**config.mk**
```make
export PLATFORM = sky130hd
export DESIGN_NAME = sha3_msg_sched
export DESIGN_NICKNAME = d
export VERILOG_FILES = /design/src/rtl/sha3_pkg.sv /design/src/rtl/sha3_msg_sched.sv
export SDC_FILE = /design/constraint.sdc
export NUM_CORES = 1
export LEC_CHECK = 0
export ABC_AREA = 1
export CAP_MARGIN = 25
export CORE_AREA = 2 2 470 472
export CTS_CLUSTER_DIAMETER = 30
export CTS_CLUSTER_SIZE = 28
export DETAILED_ROUTE_END_ITERATION = 10
export DIE_AREA = 0 0 472 474
export PLACE_DENSITY_LB_ADDON = 0.3
export SETUP_SLACK_MARGIN = 0.05
export SLEW_MARGIN = 15
export SYNTH_ARGS = -nofsm -noshare
export SYNTH_HDL_FRONTEND = slang
export SYNTH_SLANG_ARGS = --single-unit
```
**constraint.sdc**
```tcl
create_clock -name iClk -period 1.7 [get_ports iClk]
set_input_delay 0.255 -clock iClk [delete_from_list [all_inputs] [get_ports iClk]]
set_output_delay 0.255 -clock iClk [all_outputs]
set_load 0.05 [all_outputs]
```
**src/rtl/sha3_pkg.sv**
```systemverilog
// Shared types for the SHA3 message sequencer.
// State encoding and padder geometry.
package sha3_pkg;

  typedef enum logic [2:0] {
    IDLE,
    CLR,
    LOAD,
    TAIL,
    WACK,
    WPERM,
    DONE
  } state_e;

  localparam int RATE_WORDS = 9;
  localparam int WORD_W     = 64;

endpackage

```
**src/rtl/sha3_msg_sched.sv**
```systemverilog
// Feeds host words into the SHA3 padder, sequences the
// permutation handshake and captures the final digest.
import sha3_pkg::*;

module sha3_msg_sched #(
  parameter int LEN_W   = 32,
  parameter int HASH_W  = 512,
  parameter int RST_CYC = 2
) (
  input  logic              iClk,
  input  logic              iRst,
  input  logic              iStart,
  input  logic [LEN_W-1:0]  iLen,
  input  logic [63:0]       iData,
  input  logic              iValid,
  output logic              oReady,
  output logic              oCoreRst,
  output logic [63:0]       oPadData,
  output logic              oPadReady,
  output logic              oPadLast,
  output logic [2:0]        oPadByteNum,
  input  logic              iPadFull,
  input  logic              iPadAck,
  input  logic              iPermDone,
  input  logic [HASH_W-1:0] iHash,
  output logic [HASH_W-1:0] oHash,
  output logic              oDone,
  output logic              oBusy
);

  localparam int REM_W = LEN_W - 3;
  localparam int CNT_W = (RST_CYC > 1) ? $clog2(RST_CYC) : 1;

  state_e             r_state;
  state_e             w_next;
  logic [REM_W-1:0]   r_full_rem;
  logic [2:0]         r_tail;
  logic [CNT_W-1:0]   r_clr_cnt;
  logic [HASH_W-1:0]  r_hash;

  logic               w_idle_like;
  logic               w_clr_done;
  logic               w_take;
  logic               w_ready;
  logic               w_pad_ready;
  logic               w_pad_last;
  logic [63:0]        w_pad_data;
  logic [2:0]         w_pad_bn;

  assign w_idle_like = (r_state == IDLE) || (r_state == DONE);
  assign w_clr_done  = (r_clr_cnt == CNT_W'(RST_CYC - 1));
  assign w_take      = w_pad_ready;

  always_ff @(posedge iClk) begin
    if (iRst) r_state <= IDLE;
    else      r_state <= w_next;
  end

  always_comb begin
    w_next = r_state;
    unique case (r_state)
      IDLE, DONE: if (iStart) w_next = CLR;
      CLR: begin
        if (w_clr_done)
          w_next = (r_full_rem != '0) ? LOAD : TAIL;
      end
      LOAD: begin
        if (w_take && r_full_rem == REM_W'(1))
          w_next = TAIL;
      end
      TAIL:  if (w_take)     w_next = WACK;
      WACK:  if (iPadAck)    w_next = WPERM;
      WPERM: if (iPermDone)  w_next = DONE;
      default: w_next = IDLE;
    endcase
  end

  // Pad-side strobes are combinational so the padder sees them with no lag
  always_comb begin
    w_ready     = 1'b0;
    w_pad_ready = 1'b0;
    w_pad_last  = 1'b0;
    w_pad_data  = '0;
    w_pad_bn    = '0;
    unique case (r_state)
      LOAD: begin
        w_ready     = ~iPadFull;
        w_pad_ready = iValid & ~iPadFull;
        w_pad_data  = iData;
      end
      TAIL: begin
        if (r_tail != 3'd0) begin
          w_ready     = ~iPadFull;
          w_pad_ready = iValid & ~iPadFull;
          w_pad_last  = iValid & ~iPadFull;
          w_pad_data  = iData;
          w_pad_bn    = r_tail;
        end else begin
          w_pad_ready = ~iPadFull;
          w_pad_last  = ~iPadFull;
        end
      end
      default: ;
    endcase
  end

  always_ff @(posedge iClk) begin
    if (iRst) begin
      r_full_rem <= '0;
      r_tail     <= '0;
      r_clr_cnt  <= '0;
      r_hash     <= '0;
    end else begin
      if (w_idle_like && iStart) begin
        r_full_rem <= iLen[LEN_W-1:3];
        r_tail     <= iLen[2:0];
        r_clr_cnt  <= '0;
      end
      if (r_state == CLR)
        r_clr_cnt <= r_clr_cnt + CNT_W'(1);
      if (r_state == LOAD && w_take)
        r_full_rem <= r_full_rem - REM_W'(1);
      if (r_state == WPERM && iPermDone)
        r_hash <= iHash;
    end
  end

  assign oReady      = w_ready;
  assign oPadReady   = w_pad_ready;
  assign oPadLast    = w_pad_last;
  assign oPadData    = w_pad_data;
  assign oPadByteNum = w_pad_bn;
  assign oCoreRst    = iRst | (r_state == CLR);
  assign oHash       = r_hash;
  assign oDone       = (r_state == DONE);
  assign oBusy       = ~w_idle_like;

endmodule
```
======== Yosys cells after proc, flatten, opt, wreduce, memory -nomap -nowiden ========
Cells that the tools add are included.
cells by class
  add/subtract/negate cells ............... 2
  $mul .................................... 0
  divide/modulo/power cells ............... 0
  $lt $le $gt $ge ......................... 0
  eq/ne operators ......................... 13
  shift-type cells ........................ 0
  mux-type cells .......................... 21
  bitwise operators ....................... 4
  reduce and logical (&&, ||, !) cells .... 12
operators with widths
  cell                                                                   count
  64-bit one-hot mux with 2 select lines                                 1
  64-bit two-way mux                                                     1
  29-bit two-way mux                                                     2
  29-bit by 1-bit == test with 1-bit output (second input constant)      1
  29-bit nonzero test                                                    1
  29-bit by 1-bit subtractor with 29-bit output (second input constant)  1
  3-bit two-way mux                                                      8
  3-bit one-hot mux with 6 select lines                                  1
  2-bit != test (second input constant)                                  6
  3-bit == test (second input constant)                                  3
  3-bit by 2-bit == test with 1-bit output (second input constant)       2
  1-bit two-way mux                                                      6
  6-bit AND reduction                                                    1
  1-bit logical AND                                                      4
  1-bit one-hot mux with 2 select lines                                  2
  2-bit nonzero test                                                     2
  3-bit by 1-bit == test with 1-bit output (second input constant)       1
  3-bit logical NOT                                                      1
  3-bit nonzero test                                                     1
  1-bit inverter                                                         2
  2-bit OR reduction                                                     1
  1-bit adder (second input constant)                                    1
  1-bit bitwise AND                                                      1
  1-bit logical OR                                                       1
  1-bit OR                                                               1
storage, ports and cells
  register bits ........................... 548
  bits in latches ......................... 0
  RAM bits ................................ 0
  bits in read-only memories .............. 0
  word-level logic and storage cells ...... 57
  memories ................................ 0

======== Longest topological paths before layout ========
  depth after elaboration ................. 7
  gate-level depth with buffers ........... 11

======== Worst setup path after synthesis ========
OpenSTA, ideal clock, no wires.
  kind .................................... register to output
  start point ............................. register r_state[0]
  end point ............................... output oPadData[0]
  data arrival time ....................... 1.790 ns
  setup slack ............................. -0.345 ns
  cell stages (with the launch flop) ...... 7
  cell sequence ........................... dfxtp_1 -> inv_2 -> nor3_2 -> a21oi_1 -> buf_2 -> buf_2 -> nor2_1
between the ends
  word-level cells in the longest chain between the ends .. 2
  elaborated cells between the ends (all ways) .. 3
  those cells by class .................... eq/ne: 2; mux: 1
RTL lines
  what                                        RTL line              RTL
  start, declared                             sha3_msg_sched.sv:34  state_e r_state;
  start signal, assigned                      sha3_msg_sched.sv:56  else r_state <= w_next;
  3-bit by 2-bit == test with 1-bit output    sha3_msg_sched.sv:85  unique case (r_state)
  64-bit one-hot mux with 2 select lines (*)  sha3_msg_sched.sv:85
  end, declared                               sha3_msg_sched.sv:18  output logic [63:0] oPadData,
Every way passes the cells marked *; elsewhere a longest branch is shown, timed or not.

======== Worst setup path after layout ========
  start point ............................. register r_state[1]
  end point ............................... output oPadData[45]
Same word-level chain as after synthesis.

==> results.yml <==
placement:
  dpl_cell_area_sq_mm: 0.0387
  gp_congestion: 0.866
  port_buffers: 1199
  place_hpwl_microns: 132000
  place_ws_ns: -0.340
  dp.cells: 6886
min_path:
  min_to: "r_full_rem[21]"
  hold_depth: 5
  hold_path.class: "input port to flop"
  hold_start: "iRst"
global_routing:
  grt_antenna_before_repair: 91
  grt_pass1_wl_microns: 226000
  first_global_vias: 28300
  grt_start_max_net_pins: 108
  track_usage_pct: 14.5
  grt-ovfl-total: 0
yosys:
  synth_top_area_cell: "dfxtp_1"
  ys_warn_count: 0
  synth_most_common_cell: "nand2_1"
  seq_area_frac_synth_pct: 49.0
  synthTopCellsByArea: "dfxtp_1, a21oi_1, nand2_1, nand3_1, nand3_2"
  ys_ff_latch: 548
  synth.net_count: 3483
  netlist_instances: 2866
  synthArstFlopShare_pct: 0
  syn_area_per_cell_sq_um: 7.81
  ys.flop_type: "dfxtp_1"
  synth_edf_count: 0
  syn_area_sq_mm: 0.0224
  synth_cell_types: 34
  yosysTopAreaCellShare_pct: 49.0
  synth_common_cells: "nand2_1, dfxtp_1, a21oi_1, nand3_1, nor2_1"
power_and_ir_drop:
  seqPwrFrac_pct: 21.6
  p_per_area_mw_per_mm2: 1170
  pwr-share-clk_pct: 54.1
  combPwrFrac_pct: 24.3
  swShare_pct: 30.3
  p_sw_w: 0.0191
  p_leak_nw: 20.1
  ir_drop_mv: 0.980
  p_int_w: 0.0439
clock_tree:
  cts-root-buf: "clkbuf_16"
  clk_pin_slew_ns: 0.04
  cts_tree: "done"
  cts_max_path_buffers: 3
  numCtsBuffers: 180
  htree_levels: 4
  clock_sinks: 548
  clock_latency_ns: 0.78
timing:
  slew_viol_final: 0
  timing.fmax_mhz: 411
  slew_headroom_pct: 57.3
  hold_ws_ns: 0.0679
  rsz0062_at_grt: "true"
  setup_viol: 596
  hold_viol_final: 0
  worst_pin_slew_ns: 0.641
  layout_setup_ws_ns: -0.733
  fin_crit_ns: 2.43
  fin_crit_sh_pct: 143
  tns_ns: -166.59
  fin_skew_ns: 0.0356
layout:
  area_growth_pct: 141
  multiInputGateArea_sq_mm: 0.0115
  seq_area_sq_mm: 0.0111
  fillers: 23400
  layout-drive-gt1-share_pct: 37.3
  layout.cells.non_filler: 7719
  final_nets: 5284
  final_cell_area_sq_mm: 0.0540
route:
  drc: 0
  vias_per_cell: 3.73
  vias: 28800
  post_drt_wl_per_cell_microns: 23.2
  drt_pass1_iterations: 5
  routed_wirelength_microns: 179000
  ant_nets: 0
  dr.first_iter.drc_count: 1293
worst_setup_path:
  cp_top_family: "buffers and inverters"
  required_ns: 1.44
  r2r-end: "oHash[131]"
  cpPeakStageDelay_ns: 0.35
  path_max_fanout: 10
  path_class: "flop to output port"
  ff2ff_path_depth: 12
  worst_path_most_repeated_cell: "buf_12"
  critPathCaptureType: "output port"
  crit_slowest_cell: "dfxtp_4"
  start_kind: "flop"
  cp_cell_sequence: "buf_4, nand3_4, inv_2, a21oi_4, buf_12, clkbuf_16, nor2_4, buf_12"
  rrSetupSlack_ns: -0.31
  worstPathArrival_ns: 2.18
  r2r_start: "r_state[0]"
  crit_buf_inv: 5
status:
  outcome: "complete, but fails checks"
  violations: "setup timing"
floorplanning:
  die_w_microns: 472
  ioPinCount: 1200
  rows: 172
  die_h_microns: 474
  die-area_sq_mm: 0.224
  start_util_pct: 10.2
  coreArea_sq_mm: 0.219
job:
  maxCapViolCount: 0
## timing repair
action                                  4_1_cts  5_1_grt
hold buffers                                347        1
hold endpoints to repair                    363       37
endpoints found under the setup margin      799     1087
setup buffers                                29       25
gates resized for setup                     391      489
pin swaps                                    22       46
gates cloned                                 19       59
## per-layer routing
metal | routed length, microns | vias up | GRT usage, %
met5 | 260 | - | 0
met4 | 8140 | 42 | 7.20
met3 | 20200 | 400 | 7.58
met2 | 81500 | 1433 | 22.9
met1 | 69000 | 13600 | 15.8
li1 | - | 13300 | -
## area by class of cell
cell class                      count  area share, %
Clock inverter                     80           2.04
Clock buffer                      251           9.54
Multi-Input combinational cell   1955           21.3
Timing Repair inverter              1        0.00695
Tap cell                         2871           6.65
Sequential cell                   548           20.6
Antenna cell                       32          0.148
Timing Repair Buffer             1864           38.9
Inverter                          117          0.855
## kinds of logic (layout without fill, tap and decap cells)
kind of cell	count (synthesis)	after routing	share of synthesized area (%)
buffers and inverters	365	2313	8.84
flip-flops	548	548	49.0
XOR/XNOR	2	2	0.0783
AO/OA/AOI/OAI	570	570	13.0
other	0	32	0
AND/OR/NAND/NOR	1379	1381	29.0
adder cells (fa/ha/maj)	2	2	0.112
## state kept, by name (all words and copies together), names as in the netlist
signal and cells:
oHash 512, r_clr_cnt 1, r_full_rem 29, r_state 3, r_tail 3
## placed cells by master, fill, tap and decap left out, types with 6 or more instances in the layout
cell type	netlist	layout
buf_4	6	522
nand2_4	2	79
a21oi_2	10	107
clkinv_2	0	44
buf_8	15	53
nand3_4	1	19
inv_1	110	106
nor2_2	2	16
nand3_2	101	123
buf_6	36	50
o21ai_0	15	14
clkinv_16	0	6
dfxtp_4	0	22
dfxtp_2	0	59
dfxtp_1	548	467
buf_12	3	197
dlygate4sd3_1	0	347
clkdlybuf4s50_1	0	612
buf_16	0	36
bufinv_16	0	19
diode_2	0	32
clkbuf_1	110	34
nor2_1	145	76
clkbuf_8	0	36
a21oi_1	532	434
nand2_1	651	482
clkbuf_16	0	226
nand2_2	3	92
nor2_4	2	57
nand3_1	458	418
## power by group through the flow
stage,clock (W),combinational (W),sequential [W]
2_1_floorplan,0,0.00570,0.0142
3_3_place_gp,0,0.0122,0.0138
3_5_place_dp,0,0.0122,0.0138
4_1_cts,0.0349,0.0144,0.0136
5_1_grt,0.0357,0.0161,0.0136
6_report,0.0341,0.0153,0.0136
## worst register-to-register path, cell delays in order (launching register included)
cell and delay (ns):
dfxtp_2 0.34, inv_4 0.05, buf_6 0.12, nor3_4 0.21
buf_12 0.15, buf_16 0.12, buf_12 0.13, nand2_8 0.13
buf_12 0.18, clkbuf_16 0.16, clkbuf_16 0.17, nand2_1 0.05
a21oi_1 0.06
## worst max path at each step
stage                    start            end  depth (start not counted)
CTS                 r_state[2]   oPadData[54]                          7
detailed placement      iValid  r_full_rem[8]                         10
global route        r_state[1]   oPadData[43]                          7
global placement        iValid  r_full_rem[8]                         10
finish              r_state[1]   oPadData[45]                          8
floorplan           r_state[1]   oPadData[13]                          6
## per-stage QoR
stage	utilization [%]	power (W)
after floorplan	-	0.0199
after global placement	17.7	0.0260
after detailed placement	17.7	0.0260
after CTS	23.2	0.0629
after global routing	24.7	0.0654
final	24.7	0.0630
(Power assumes the default switching activity.)
